`config.mk`:
```
export PLATFORM = sky130hd
export DESIGN_NAME = audio_tx_fifo
export DESIGN_NICKNAME = d
export VERILOG_FILES = /design/src/rtl/audio_tx_fifo.sv
export SDC_FILE = /design/constraint.sdc
export NUM_CORES = 1
export LEC_CHECK = 0
export ABC_AREA = 1
export BUFFER_PORTS_ARGS = -buffer_cell sky130_fd_sc_hd__buf_2
export CORE_MARGIN = 2
export CORE_UTILIZATION = 50
export CTS_BUF_LIST = sky130_fd_sc_hd__clkbuf_4 sky130_fd_sc_hd__clkbuf_8
export CTS_CLUSTER_DIAMETER = 80
export DETAILED_ROUTE_END_ITERATION = 7
export PLACE_DENSITY = 0.75
export SLEW_MARGIN = 20
export SYNTH_ARGS = -nofsm -noshare
export SYNTH_HDL_FRONTEND = slang
export SYNTH_SLANG_ARGS = --single-unit
export TNS_END_PERCENT = 100
```
`constraint.sdc`:
```
create_clock -name clk -period 7.7 [get_ports clk]
set_input_delay 1.54 -clock clk [delete_from_list [all_inputs] [get_ports clk]]
set_output_delay 1.54 -clock clk [all_outputs]
set_load 0.005 [all_outputs]
```
`src/rtl/audio_tx_fifo.sv`:
```
// Slave-mode I2S / left-justified serial audio transmitter fed from a stereo
// frame FIFO, with underrun detection/counting and mute.
module audio_tx_fifo #(
    parameter int unsigned DATA_W          = 16,
    parameter int unsigned SLOT_W          = 32,
    parameter int unsigned FIFO_DEPTH      = 4,
    parameter int unsigned FORMAT          = 0,
    parameter bit          LEFT_LRC        = 1'b1,
    parameter bit          UNDERRUN_REPEAT = 1'b0
) (
    input  logic                          clk,
    input  logic                          rst_n,
    input  logic                          sck_bclk,
    input  logic                          ws_lrc,
    output logic                          sdata,
    input  logic                          in_valid,
    output logic                          in_ready,
    input  logic [DATA_W-1:0]             in_left,
    input  logic [DATA_W-1:0]             in_right,
    input  logic                          mute,
    output logic                          frame_start,
    output logic                          underrun,
    output logic [15:0]                   underrun_cnt,
    output logic [$clog2(FIFO_DEPTH):0]   fifo_level
);
    localparam int unsigned PTR_W = $clog2(FIFO_DEPTH);
    localparam int unsigned LVL_W = PTR_W + 1;
    localparam logic [5:0]  BITS  = 6'(SLOT_W);

    logic             bclk_m, bclk_s, bclk_d;
    logic             lrc_m, lrc_s, lrc_d;
    logic [1:0]       warm;
    logic             sync_ok, bclk_fall, slot_edge, left_edge, right_edge;
    logic             armed;

    logic [DATA_W-1:0] mem_l [FIFO_DEPTH];
    logic [DATA_W-1:0] mem_r [FIFO_DEPTH];
    logic [PTR_W-1:0]  wr_ptr, rd_ptr;
    logic [LVL_W-1:0]  level;
    logic              push, pop, fifo_empty;

    logic [DATA_W-1:0] next_l, next_r, last_l, last_r, right_stage;
    logic [SLOT_W-1:0] shreg, load_word;
    logic [5:0]        bit_cnt;
    logic              load;

    always_ff @(posedge clk or negedge rst_n) begin
        if (!rst_n) begin
            {bclk_m, bclk_s, bclk_d} <= '0;
            {lrc_m, lrc_s, lrc_d}    <= '0;
            warm                     <= '0;
        end else begin
            bclk_m <= sck_bclk;
            bclk_s <= bclk_m;
            bclk_d <= bclk_s;
            lrc_m  <= ws_lrc;
            lrc_s  <= lrc_m;
            lrc_d  <= lrc_s;
            if (warm != 2'd3) warm <= warm + 2'd1;
        end
    end

    // Edges are ignored until the edge-detect flop holds a real sample, so the
    // reset value of the synchronisers cannot fake an lrc transition.
    assign sync_ok    = (warm == 2'd3);
    assign bclk_fall  = sync_ok && bclk_d && !bclk_s;
    assign slot_edge  = sync_ok && (lrc_s != lrc_d);
    assign left_edge  = slot_edge && (lrc_s == LEFT_LRC);
    assign right_edge = slot_edge && (lrc_s != LEFT_LRC) && armed;
    assign load       = left_edge || right_edge;

    assign fifo_empty = (level == '0);
    assign in_ready   = (level != LVL_W'(FIFO_DEPTH));
    assign push       = in_valid && in_ready;
    assign pop        = left_edge && !fifo_empty;
    assign fifo_level = level;

    always_ff @(posedge clk) begin
        if (push) begin
            mem_l[wr_ptr] <= in_left;
            mem_r[wr_ptr] <= in_right;
        end
    end

    always_ff @(posedge clk or negedge rst_n) begin
        if (!rst_n) begin
            wr_ptr <= '0;
            rd_ptr <= '0;
            level  <= '0;
        end else begin
            if (push) wr_ptr <= wr_ptr + PTR_W'(1);
            if (pop)  rd_ptr <= rd_ptr + PTR_W'(1);
            case ({push, pop})
                2'b10:   level <= level + LVL_W'(1);
                2'b01:   level <= level - LVL_W'(1);
                default: level <= level;
            endcase
        end
    end

    always_comb begin
        next_l = '0;
        next_r = '0;
        if (!fifo_empty) begin
            next_l = mem_l[rd_ptr];
            next_r = mem_r[rd_ptr];
        end else if (UNDERRUN_REPEAT) begin
            next_l = last_l;
            next_r = last_r;
        end
        if (mute) begin
            next_l = '0;
            next_r = '0;
        end
    end

    always_comb begin
        load_word = '0;
        if (left_edge) load_word[SLOT_W-1 -: DATA_W] = next_l;
        else           load_word[SLOT_W-1 -: DATA_W] = right_stage;
    end

    always_ff @(posedge clk or negedge rst_n) begin
        if (!rst_n) begin
            armed        <= 1'b0;
            frame_start  <= 1'b0;
            underrun     <= 1'b0;
            underrun_cnt <= '0;
            right_stage  <= '0;
            last_l       <= '0;
            last_r       <= '0;
        end else begin
            frame_start <= left_edge;
            underrun    <= left_edge && fifo_empty;
            if (left_edge) begin
                armed       <= 1'b1;
                right_stage <= next_r;
                last_l      <= next_l;
                last_r      <= next_r;
                if (fifo_empty && underrun_cnt != '1)
                    underrun_cnt <= underrun_cnt + 16'd1;
            end
        end
    end

    always_ff @(posedge clk or negedge rst_n) begin
        if (!rst_n) begin
            shreg   <= '0;
            bit_cnt <= '0;
            sdata   <= 1'b0;
        end else if (load) begin
            if (FORMAT == 1) begin
                sdata   <= load_word[SLOT_W-1];
                shreg   <= load_word << 1;
                bit_cnt <= 6'd1;
            end else begin
                // The lrc edge arrives on a bclk fall, which still owes the
                // previous slot its final bit.
                if (bclk_fall) sdata <= (bit_cnt < BITS) ? shreg[SLOT_W-1] : 1'b0;
                shreg   <= load_word;
                bit_cnt <= '0;
            end
        end else if (bclk_fall) begin
            if (bit_cnt < BITS) begin
                sdata   <= shreg[SLOT_W-1];
                shreg   <= shreg << 1;
                bit_cnt <= bit_cnt + 6'd1;
            end else begin
                sdata <= 1'b0;
            end
        end
    end

endmodule

```
==> summary.md, run 1 <==
| Metric | Value |
|---|---|
| Status | `finished, final reports clean` |
| Clock latency at the later pin of the worst-skew pair | `0.52 ns` |
| Post-CTS Resized | `0` |
| Sequential power share | `44.0%` |
| Clock power share | `31.7%` |
| Crit path time final | `3.22 ns` |
| H-tree depth | `2` |
| Critical path, cell by cell | `ha_1 > nand3_2 > a21oi_4 > ha_1 > fa_1 > mux2_2` |
| Tot GR Track Use | `19.1%` |
| Clk root buf | `clkbuf_8` |
| Actual slew at the worst max-slew pin | `1.04 ns` |
| Slew Limit Headroom | `30.1%` |
| FP Rows | `48` |
| Cell Count, Final, Fillers Out | `1194` |
| Routed wl met3 | `900 um` |
| Critical path fanouts, max | `35` |
| Simple-Gate Fraction of Synth Area | `20.8%` |
| Delay-heaviest family, CP | `adder cells` |
| Fmax achieved | `310 MHz` |
| Worst setup SP type | `register` |
| DR vias/cell | `4.96` |
| Post-synthesis compound-gate area fraction | `4.79%` |
| NetSw | `0.00106 W` |
| Core region area | `17200 sq um` |
| WL met2 | `8050 um` |
| # setup viols final | `0` |
| Multiplexer share of the synthesized area | `0.259%` |
| DRT Wirelength | `16600 um` |
| Fraction of synthesized cell area in xor and xnor cells | `1.31%` |
| Tcrit/Tclk final | `41.8%` |
| Number of cells on the worst hold path | `0` |
| Setup bufs post-CTS | `0` |
| Syn avg cell area | `9.92 sq um` |
| WL/cell | `13.9 um` |
| Pwr dens | `334 nW/um^2` |
| RSZ-0062 raised after global routing | `false` |
| Placer Congestion | `0.833` |
| Cell Int Power | `0.00227 W` |
| # IOs | `61` |
| PnR worst setup slack | `4.48 ns` |
| Worst R2R Path Depth | `6` |
| CP Depth | `6` |
| Worst EP arrival | `3.62 ns` |
| Hold slack | `0.350 ns` |
| Via count | `5927` |
| Mapped cell area | `8700 sq um` |
| Die Y | `136 um` |
| Placed Cells | `1132` |
| Adder-cell area share of the yosys netlist | `1.38%` |
| Port-buffer cells | `60` |
| Die width | `136 um` |
| Worst IR Drop VDD | `0.203 mV` |
| First-pass DRT Iterations | `5` |
| Vias in the first global route | `5716` |
| Bufs on Longest Clock Path | `3` |
| Initial core utilization | `50.6%` |
| CTS Buf Count | `34` |
| Hold Fails Final Rpt | `0` |
| CP Buf/Inv Count | `0` |
| Source of the critical timing path | `warm[0]` |
| Launch point of the worst hold path | `bclk_m` |
| Cts hold-fix bufs | `0` |
| DRC Markers | `0` |
| Distinct cells, synth | `28` |
| # fillers | `1431` |
| Largest net degree at the start of global routing | `74` |
| GRT overflow | `0` |
| First-pass GRT wire length | `27700 um` |
| Reg2reg start | `warm[0]` |
| ANT nets after route | `0` |
| Synth-to-Final Area Change | `14.4%` |
| Uppermost layer routed | `met4` |
| Place WS | `4.45 ns` |
| Detail Placement HPWL | `9710 um` |
| Cell count after synthesis | `877` |
| Nets | `990` |
| Max Slew Vio Count | `0` |
| Setup crit end kind | `register` |
| Total negative setup slack | `0 ns` |
| CP dominant cell by count | `ha_1` |
| CP required | `8.10 ns` |
| Initial antenna violation count | `0` |
| Post-synthesis sequential area ratio | `65.2%` |
| Max-cap violations | `0` |
| Logic pwr share | `24.3%` |
| Worst clock skew | `0.0310 ns` |
| Crit path max-delay cell type | `a21oi_4` |
| Initial DRC Count | `334` |
| Met1 WL | `7370 um` |
| Clock tree from TritonCTS | `done` |
| Die area | `18500 sq um` |
| Static leakage | `4.43 nW` |
| Largest family of logic cells by synthesized area | `simple AND/OR/NAND/NOR gates` |
| Post-synthesis net count | `924` |
| Delay of the slowest critical-path stage | `0.89 ns` |
| Worst min-delay path class | `register to register` |
| Clock sinks | `201` |
| Sw frac | `31.8%` |
| Clock-pin transition on the worst setup and hold timing paths | `0.06 ns` |
| WS Path Type | `register to register` |
| Antenna cells | `0` |
| Yosys warns | `0` |
| FF+latch count, synth | `201` |
| Core Util, Final | `57.9%` |
| Share of cells above drive strength 1 | `14.8%` |
## path summary, 6_finish.rpt
path | endpoint | slack (ns)
worst max-delay path | fifo_level[1] | 4.48
worst min-delay path | bclk_s | 0.35
worst max register to register | fifo_level[1] | 4.48
worst min register to register | bclk_s | 0.35
max in group asynchronous | rd_ptr[0] | 5.79
min in group asynchronous | shreg[26] | 1.26
## power by group through the flow
stage / registers, W / clock network (W) / logic [W]
6_report: 0.00146 / 0.00105 / 0.000807
5_1_grt: 0.00149 / 0.00113 / 0.000921
4_1_cts: 0.00147 / 0.00108 / 0.000819
3_5_place_dp: 0.00148 / 0 / 0.000815
3_3_place_gp: 0.00148 / 0 / 0.000794
2_1_floorplan: 0.00147 / 0 / 0.000571
## per-stage QoR
stage / area, sq um / total power [W]
CTS: 9940 / 0.00336
floorplan: 8700 / 0.00204
detailed placement: 9170 / 0.00230
global placement: 9170 / 0.00227
global route: 9950 / 0.00354
finish: 9950 / 0.00333
## layout by cell type, fill, tap and decap left out
| master | synthesis | routed |
|---|---|---|
| clkbuf_4 | 0 | 13 |
| buf_4 | 5 | 8 |
| nor2_2 | 0 | 4 |
| nand2_2 | 1 | 1 |
| clkinv_1 | 0 | 5 |
| nor3_1 | 2 | 2 |
| o22ai_1 | 16 | 16 |
| fa_1 | 1 | 1 |
| a21oi_1 | 4 | 4 |
| a21oi_4 | 1 | 1 |
| edfxtp_1 | 128 | 128 |
| nand2_1 | 263 | 263 |
| buf_2 | 5 | 60 |
| inv_8 | 0 | 1 |
| mux2_2 | 2 | 2 |
| inv_1 | 96 | 95 |
| dfrtp_1 | 73 | 72 |
| o21ai_0 | 56 | 56 |
| clkbuf_8 | 0 | 40 |
| dfrtp_2 | 0 | 1 |
| nor2_4 | 2 | 3 |
| nand3_2 | 2 | 2 |
| ha_1 | 8 | 8 |
| inv_2 | 1 | 1 |
| or2_2 | 1 | 1 |
| clkinvlp_4 | 0 | 1 |
| nor2_1 | 89 | 84 |
| nor3_4 | 1 | 1 |
| nand3_1 | 71 | 71 |
| xnor2_1 | 7 | 7 |
| bufinv_16 | 0 | 3 |
| xor2_1 | 6 | 6 |
| nand4_1 | 8 | 8 |
## logic make-up after synthesis
| logic type | count (synthesis) |
|---|---|
| compound gates | 77 |
| buf+inv | 135 |
| fa+ha+maj | 9 |
| flops | 201 |
| xor+xnor | 13 |
| mux | 2 |
| simple gates | 440 |
## worst register-to-register path, stage by stage (launching register included)
cell and delay, ns:
dfrtp_1 0.36, ha_1 0.28, nand3_2 0.54, a21oi_4 0.89
ha_1 0.35, fa_1 0.42, mux2_2 0.27
## cell type report
| type | count | area [sq um] | area share [%] |
|---|---|---|---|
| sequential | 201 | 5670 | 57.0 |
| multi-input combinational | 541 | 2500 | 25.1 |
| timing repair buffer | 68 | 360 | 3.62 |
| tap | 225 | 282 | 2.83 |
| inverter | 97 | 364 | 3.66 |
| clock inverter | 9 | 124 | 1.25 |
| clock buffer | 53 | 648 | 6.51 |
## metal layers
| metal | GRT usage (%) | up-vias |
|---|---|---|
| met5 | 0 | - |
| met1 | 25.3 | 2766 |
| met4 | 6.71 | 0 |
| li1 | - | 2992 |
| met2 | 31.2 | 139 |
| met3 | 4.14 | 30 |
## registers in the layout, indices dropped and copies added (netlist names), 2 cells and up
register / count
bit_cnt: 6
fifo_level: 3
mem_l: 64
mem_r: 64
rd_ptr: 2
right_stage: 16
shreg: 16
underrun_cnt: 16
warm: 2
wr_ptr: 2
## cells in the mapped netlist (all sizes together)
library cell / count / share of area, %
nand2: 264 / 11
edfxtp: 128 / 44
inv: 97 / 4.2
nor2: 91 / 4.1
dfrtp: 73 / 21
nand3: 73 / 4.3
o21ai: 56 / 3.2
buf: 20 / 1.3
clkbuf: 18 / 0.78
o22ai: 16 / 1.2
ha: 8 / 1.2
nand4: 8 / 0.58
xnor2: 7 / 0.70
xor2: 6 / 0.60
a21oi: 5 / 0.42
nor3: 3 / 0.30
mux2: 2 / 0.26
fa: 1 / 0.23
or2: 1 / 0.072
Note: power is estimated with default switching activity, not from simulation.
==> run 2: changes to the inputs <==
--- a/config.mk
+++ b/config.mk
@@ -12,7 +12,7 @@
 export CTS_BUF_LIST = sky130_fd_sc_hd__clkbuf_4 sky130_fd_sc_hd__clkbuf_8
 export CTS_CLUSTER_DIAMETER = 80
 export DETAILED_ROUTE_END_ITERATION = 7
-export PLACE_DENSITY = 0.75
+export PLACE_DENSITY = 0.78
 export SLEW_MARGIN = 20
 export SYNTH_ARGS = -nofsm -noshare
 export SYNTH_HDL_FRONTEND = slang
==> constraint.sdc (replaced) <==
create_clock -name clk -period 2.7 [get_ports clk]
set_input_delay 0.54 -clock clk [delete_from_list [all_inputs] [get_ports clk]]
set_output_delay 0.54 -clock clk [all_outputs]
set_load 0.005 [all_outputs]
==> run 2 against run 1 <==
Net effect:
- worst hold slack lost 0.31 ns
- final area about the same
- via count up 2.2%
- clock skew shrank 0.0042 ns
- count of clock-buffer cells in the layout shrank 2
- combinational power grew to 2.9 times the previous value
- critical path type unchanged
- power rose to 2.8 times the previous value
- register-to-register slack got worse by 4.0 ns
- highest routed layer unchanged
- wire length grew 2.3%
- sequential cell count is the same
==> summary.md, run 2 (same netlist as run 1, synthesis figures left out) <==
| Metric | Value |
|---|---|
| Status | `finished, final reports clean` |
| Antenna cells | `0` |
| Crit path time final | `2.20 ns` |
| R2R Path End | `fifo_level[1]` |
| Sw frac | `32.9%` |
| CP required | `3.10 ns` |
| Actual slew at the worst max-slew pin | `0.648 ns` |
| Initial antenna violation count | `0` |
| Sequential power share | `45.5%` |
| Fmax achieved | `454 MHz` |
| H-tree depth | `2` |
| WS Path Type | `register to register` |
| Die width | `136 um` |
| Final instance area | `9950 sq um` |
| Placed instance area | `9280 sq um` |
| Source of the critical timing path | `fifo_level[0]` |
| Clock tree from TritonCTS | `done` |
| Detail Placement HPWL | `10600 um` |
| Setup crit end kind | `register` |
| Most frequent cells in the layout | `nand2_1, edfxtp_1, inv_1` |
| Post-CTS Resized | `0` |
| Tot GR Track Use | `19.6%` |
| Via count | `6057` |
| Bufs on Longest Clock Path | `3` |
| GRT overflow | `0` |
| Cell Int Power | `0.00617 W` |
| Placed Cells | `1145` |
| Commonest non-fill, non-tap cell in the layout | `nand2_1` |
| Worst setup SP type | `register` |
| Clock latency at the later pin of the worst-skew pair | `0.52 ns` |
| Cts hold-fix bufs | `0` |
| Cell Count, Final, Fillers Out | `1206` |
| CP Buf/Inv Count | `0` |
| Max-cap violations | `0` |
| First-pass GRT wire length | `28300 um` |
| DRC Markers | `0` |
| DRT Wirelength | `17000 um` |
| Max Slew Vio Count | `0` |
| Worst R2R Path Depth | `6` |
| RSZ-0062 raised after global routing | `false` |
| Delay-heaviest family, CP | `simple AND/OR/NAND/NOR gates` |
| Logic pwr share | `25.6%` |
| Worst min-delay path class | `input pin to asynchronous set/reset pin` |
| # fillers | `1456` |
| Reg2reg setup slack | `0.50 ns` |
| ANT nets after route | `0` |
| Tcrit/Tclk final | `81.6%` |
| Core region area | `17200 sq um` |
| Initial DRC Count | `339` |
| Initial core utilization | `50.6%` |
| Largest net degree at the start of global routing | `66` |
| First-pass DRT Iterations | `4` |
| Clock sinks | `201` |
| Die Y | `136 um` |
| Clock-pin transition on the worst setup and hold timing paths | `0.06 ns` |
| Area of the multi-input gates | `2490 sq um` |
| Nets | `1004` |
| Delay of the slowest critical-path stage | `0.43 ns` |
| Static leakage | `4.46 nW` |
| Die area | `18500 sq um` |
| Critical path fanouts, max | `8` |
| Slew Limit Headroom | `56.8%` |
| Largest registers | `mem_l: 64 flops, mem_r: 64 flops` |
| Vias in the first global route | `5915` |
| Crit path max-delay cell type | `dfrtp_1` |
| NetSw | `0.00302 W` |
| CP dominant cell by count | `nand2_1` |
| Clk root buf | `clkbuf_8` |
| Synth-to-Final Area Change | `14.4%` |
| Critical path, cell by cell | `nor2_1 > nand2_1 > nand2_1 > ha_1 > fa_1 > mux2_2` |
| Total negative setup slack | `0 ns` |
| Hold Fails Final Rpt | `0` |
| Worst clock skew | `0.0267 ns` |
| Setup bufs post-CTS | `0` |
| Reg2reg start | `fifo_level[0]` |
| Share of cells above drive strength 1 | `16.0%` |
| FP Rows | `48` |
| FF/Latch Area | `5670 sq um` |
| WL/cell | `14.1 um` |
| Clock power share | `28.8%` |
| Worst EP arrival | `2.61 ns` |
| # IOs | `61` |
| Port-buffer cells | `60` |
| Placer Congestion | `0.830` |
| CTS Buf Count | `35` |
| Worst IR Drop VDD | `0.569 mV` |
| Pwr dens | `923 nW/um^2` |
| # setup viols final | `0` |
| DR vias/cell | `5.02` |
==> run 2: changes by cell type in the layout (fill, tap and decap cells not counted), moves of 3 or more <==
cell,previous run,this run
buf_4,8,20
bufinv_16,3,0
clkbuf_8,40,37
clkinv_1,5,2
clkinv_2,0,5
==> run 2: worst reg2reg max path: stages (launching register included) <==
cell and delay (ns):
dfrtp_1 0.43, nor2_1 0.30, nand2_1 0.11, nand2_1 0.30
ha_1 0.27, fa_1 0.42, mux2_2 0.26
==> run 2: worst max path at each step <==
stage	to	slack [ns]	depth (start not counted)
after global placement	fifo_level[1]	0.59	6
after CTS	fifo_level[1]	0.50	6
after detailed placement	fifo_level[1]	0.50	6
final	fifo_level[1]	0.50	6
after floorplan	mem_l[0][0]	0.1	4
after global routing	fifo_level[1]	0.32	6
==> run 2: through the flow <==
| step | util, % | hold slack [ns] | setup slack (ns) | power, W |
|---|---|---|---|---|
| after detailed placement | 54.0 | 0.348 | 0.503 | 0.00660 |
| after CTS | 58.0 | 0.0418 | 0.495 | 0.00928 |
| after global placement | 54.0 | 0.342 | 0.590 | 0.00652 |
| after global routing | 58.0 | 0.0865 | 0.321 | 0.00976 |
| after floorplan | - | 0.244 | 0.0960 | 0.00582 |
| final | 58.0 | 0.0400 | 0.497 | 0.00918 |
==> run 2: routing by layer <==
layer  global-route usage [%]  wire [um]  up-vias
met5                        0          0        -
met4                     8.62        517        0
met3                     4.03        820       48
met2                     32.9       8370      144
met1                     24.6       7270     2851
li1                         -          -     3014
==> run 2: power by group through the flow <==
stage               registers, W  logic [W]  clock network (W)
floorplan                0.00420    0.00163                  0
global placement         0.00421    0.00230                  0
detailed placement       0.00423    0.00237                  0
CTS                      0.00418    0.00239            0.00271
global route             0.00424    0.00267            0.00285
finish                   0.00418    0.00235            0.00265
==> run 2: final cells by class <==
| class | instances | area share, % |
|---|---|---|
| Multi-Input combinational cell | 541 | 25.1 |
| Sequential cell | 201 | 57.0 |
| Inverter | 97 | 3.66 |
| Tap cell | 225 | 2.83 |
| Timing Repair Buffer | 81 | 4.73 |
| Clock inverter | 10 | 0.591 |
| Clock buffer | 51 | 6.17 |
==> run 3: changes to the inputs <==
==> constraint.sdc (replaced) <==
create_clock -name clk -period 1.92 [get_ports clk]
set_input_delay 0.384 -clock clk [delete_from_list [all_inputs] [get_ports clk]]
set_output_delay 0.384 -clock clk [all_outputs]
set_load 0.005 [all_outputs]
==> run 3 against run 2 <==
Net effect:
- global-route usage decreased by 0.13 points
- die area unchanged
- maximum frequency rose by 20%
- sequential share of layout area fell by 1.1 points
- power rose by 45%
- combinational power increased by 51%
- via count rose by 0.54%
- largest cell class unchanged
- critical path depth is the same
==> summary.md, run 3 (same netlist as run 1, synthesis figures left out) <==
| Metric | Value |
|---|---|
| Largest registers | `mem_l: 64 flops, mem_r: 64 flops` |
| H-tree depth | `2` |
| DRC Markers | `0` |
| Initial antenna violation count | `0` |
| # setup viols final | `0` |
| Die Y | `136 um` |
| Most frequent cells in the layout | `nand2_1, edfxtp_1, inv_1` |
| CP required | `2.30 ns` |
| DRT Wirelength | `17300 um` |
| Die width | `136 um` |
| RSZ-0062 raised after global routing | `false` |
| Delay of the slowest critical-path stage | `0.40 ns` |
| Worst EP arrival | `2.21 ns` |
| ANT nets after route | `0` |
| DR vias/cell | `5.01` |
| Commonest non-fill, non-tap cell in the layout | `nand2_1` |
| Clock tree from TritonCTS | `done` |
| Clock-pin transition on the worst setup and hold timing paths | `0.06 ns` |
| Detail Placement HPWL | `10700 um` |
| Max-cap violations | `0` |
| Die area | `18500 sq um` |
| Initial DRC Count | `429` |
| CTS Buf Count | `35` |
| Static leakage | `4.53 nW` |
| Logic pwr share | `26.7%` |
| Total negative setup slack | `0 ns` |
| First-pass DRT Iterations | `5` |
| Clock power share | `29.5%` |
| Sw frac | `32.3%` |
| Core region area | `17200 sq um` |
| WL/cell | `14.2 um` |
| WS Path Type | `register to register` |
| Cell Count, Final, Fillers Out | `1216` |
| Pwr dens | `1310 nW/um^2` |
| Status | `finished, final reports clean` |
| Reg2reg setup slack | `0.09 ns` |
| Clk root buf | `clkbuf_8` |
| # IOs | `61` |
| Placed Cells | `1153` |
| Worst R2R Path Depth | `6` |
| Placer Congestion | `0.806` |
| Via count | `6090` |
| Worst setup SP type | `register` |
| Fmax achieved | `545 MHz` |
| Tot GR Track Use | `19.4%` |
| Bufs on Longest Clock Path | `3` |
| GRT overflow | `0` |
| Worst min-delay path class | `input pin to register` |
| Crit path time final | `1.83 ns` |
| First-pass GRT wire length | `28100 um` |
| Reg2reg start | `warm[1]` |
| Synth-to-Final Area Change | `16.7%` |
| Clock latency at the later pin of the worst-skew pair | `0.51 ns` |
| Source of the critical timing path | `warm[1]` |
| Cell Int Power | `0.00903 W` |
| Critical path, cell by cell | `ha_4 > nand3_4 > a21oi_4 > ha_2 > fa_1 > mux2_2` |
| Worst clock skew | `0.0245 ns` |
| Vias in the first global route | `5881` |
| R2R Path End | `fifo_level[1]` |
| # fillers | `1436` |
| Critical path fanouts, max | `5` |
| Tcrit/Tclk final | `95.5%` |
| Slew Limit Headroom | `55.5%` |
| NetSw | `0.00430 W` |
| FP Rows | `48` |
| Setup crit end kind | `register` |
| Hold Fails Final Rpt | `0` |
| Largest net degree at the start of global routing | `74` |
| Worst setup endpoint | `fifo_level[1]` |
| Antenna cells | `0` |
| Actual slew at the worst max-slew pin | `0.666 ns` |
| Crit path max-delay cell type | `fa_1` |
| Port-buffer cells | `60` |
| Share of cells above drive strength 1 | `16.6%` |
| Max Slew Vio Count | `0` |
| Clock sinks | `201` |
| Nets | `1015` |
| Initial core utilization | `50.6%` |
| Sequential power share | `43.9%` |
| Worst IR Drop VDD | `0.958 mV` |
==> run 3: cell types whose count changed in the layout (fill, tap and decap cells not counted), sizes merged <==
cell,change
buf,+8
clkbuf,-5
dlygate4sd3,+3
bufinv,+2
clkinv,+2
==> run 3: power by group through the flow <==
stage / clock network [W] / registers (W) / logic, W
final: 0.00393 / 0.00585 / 0.00356
after CTS: 0.00401 / 0.00585 / 0.00359
after detailed placement: 0 / 0.00592 / 0.00355
after global placement: 0 / 0.00589 / 0.00345
after floorplan: 0 / 0.00589 / 0.00232
after global routing: 0.00421 / 0.00592 / 0.00401
==> run 3: through the flow <==
stage | setup slack (ns) | hold slack (ns) | total power [W] | cell area [sq um] | utilization (%)
after detailed placement | -0.158 | 0.351 | 0.00947 | 9390 | 54.7
final | 0.0868 | 0.0864 | 0.0133 | 10200 | 59.1
after CTS | 0.0745 | 0.0500 | 0.0134 | 10200 | 59.1
after global placement | -0.0765 | 0.344 | 0.00934 | 9390 | 54.7
after floorplan | -0.105 | 0.0884 | 0.00821 | 8740 | -
after global routing | 0.00416 | 0.0653 | 0.0141 | 10200 | 59.1
==> run 3: what timing repair did <==
item | in CTS | in global routing
setup endpoints to repair | 30 | 0
resized for setup | 2 | 0
endpoints found under the hold margin | 75 | 0
hold buffers | 3 | 0
buffers inserted | 0 | 0
==> run 3: layer usage <==
layer  track usage (%)  wire length (um)  up-vias
met1              24.3              7300     2856
met2              33.5              8690      155
li1                  -                 -     3044
met5                 0                 0        -
met4              7.35               410        0
met3              3.84               894       35
==> run 3: worst min-delay path by stage <==
| stage | from | endpoint | cells after the start |
|---|---|---|---|
| CTS | in_left[1] | mem_l[0][1] | 1 |
| global placement | bclk_m | bclk_s | 0 |
| floorplan | rst_n | armed | 0 |
| global route | in_right[3] | mem_r[0][3] | 1 |
| finish | in_right[3] | mem_r[0][3] | 1 |
| detailed placement | bclk_m | bclk_s | 0 |
==> run 3: layout make-up <==
cell class / instances / area (sq um) / share of cell area [%]
clock buffers: 46 / 596 / 5.87
clock inverters: 14 / 123 / 1.21
inverters: 97 / 364 / 3.59
multi-input cells: 541 / 2530 / 24.9
flip-flops and latches: 201 / 5670 / 55.9
well taps: 225 / 282 / 2.77
repair buffers: 92 / 586 / 5.77
==> run 3: critical path: cells and delay by family, from the launching register on <==
family                   cells  cell delay (ns)
flip-flops                   1             0.38
AO/OA/AOI/OAI                1             0.15
AND/OR/NAND/NOR              1             0.11
multiplexers                 1             0.27
adder cells (fa/ha/maj)      3             0.80
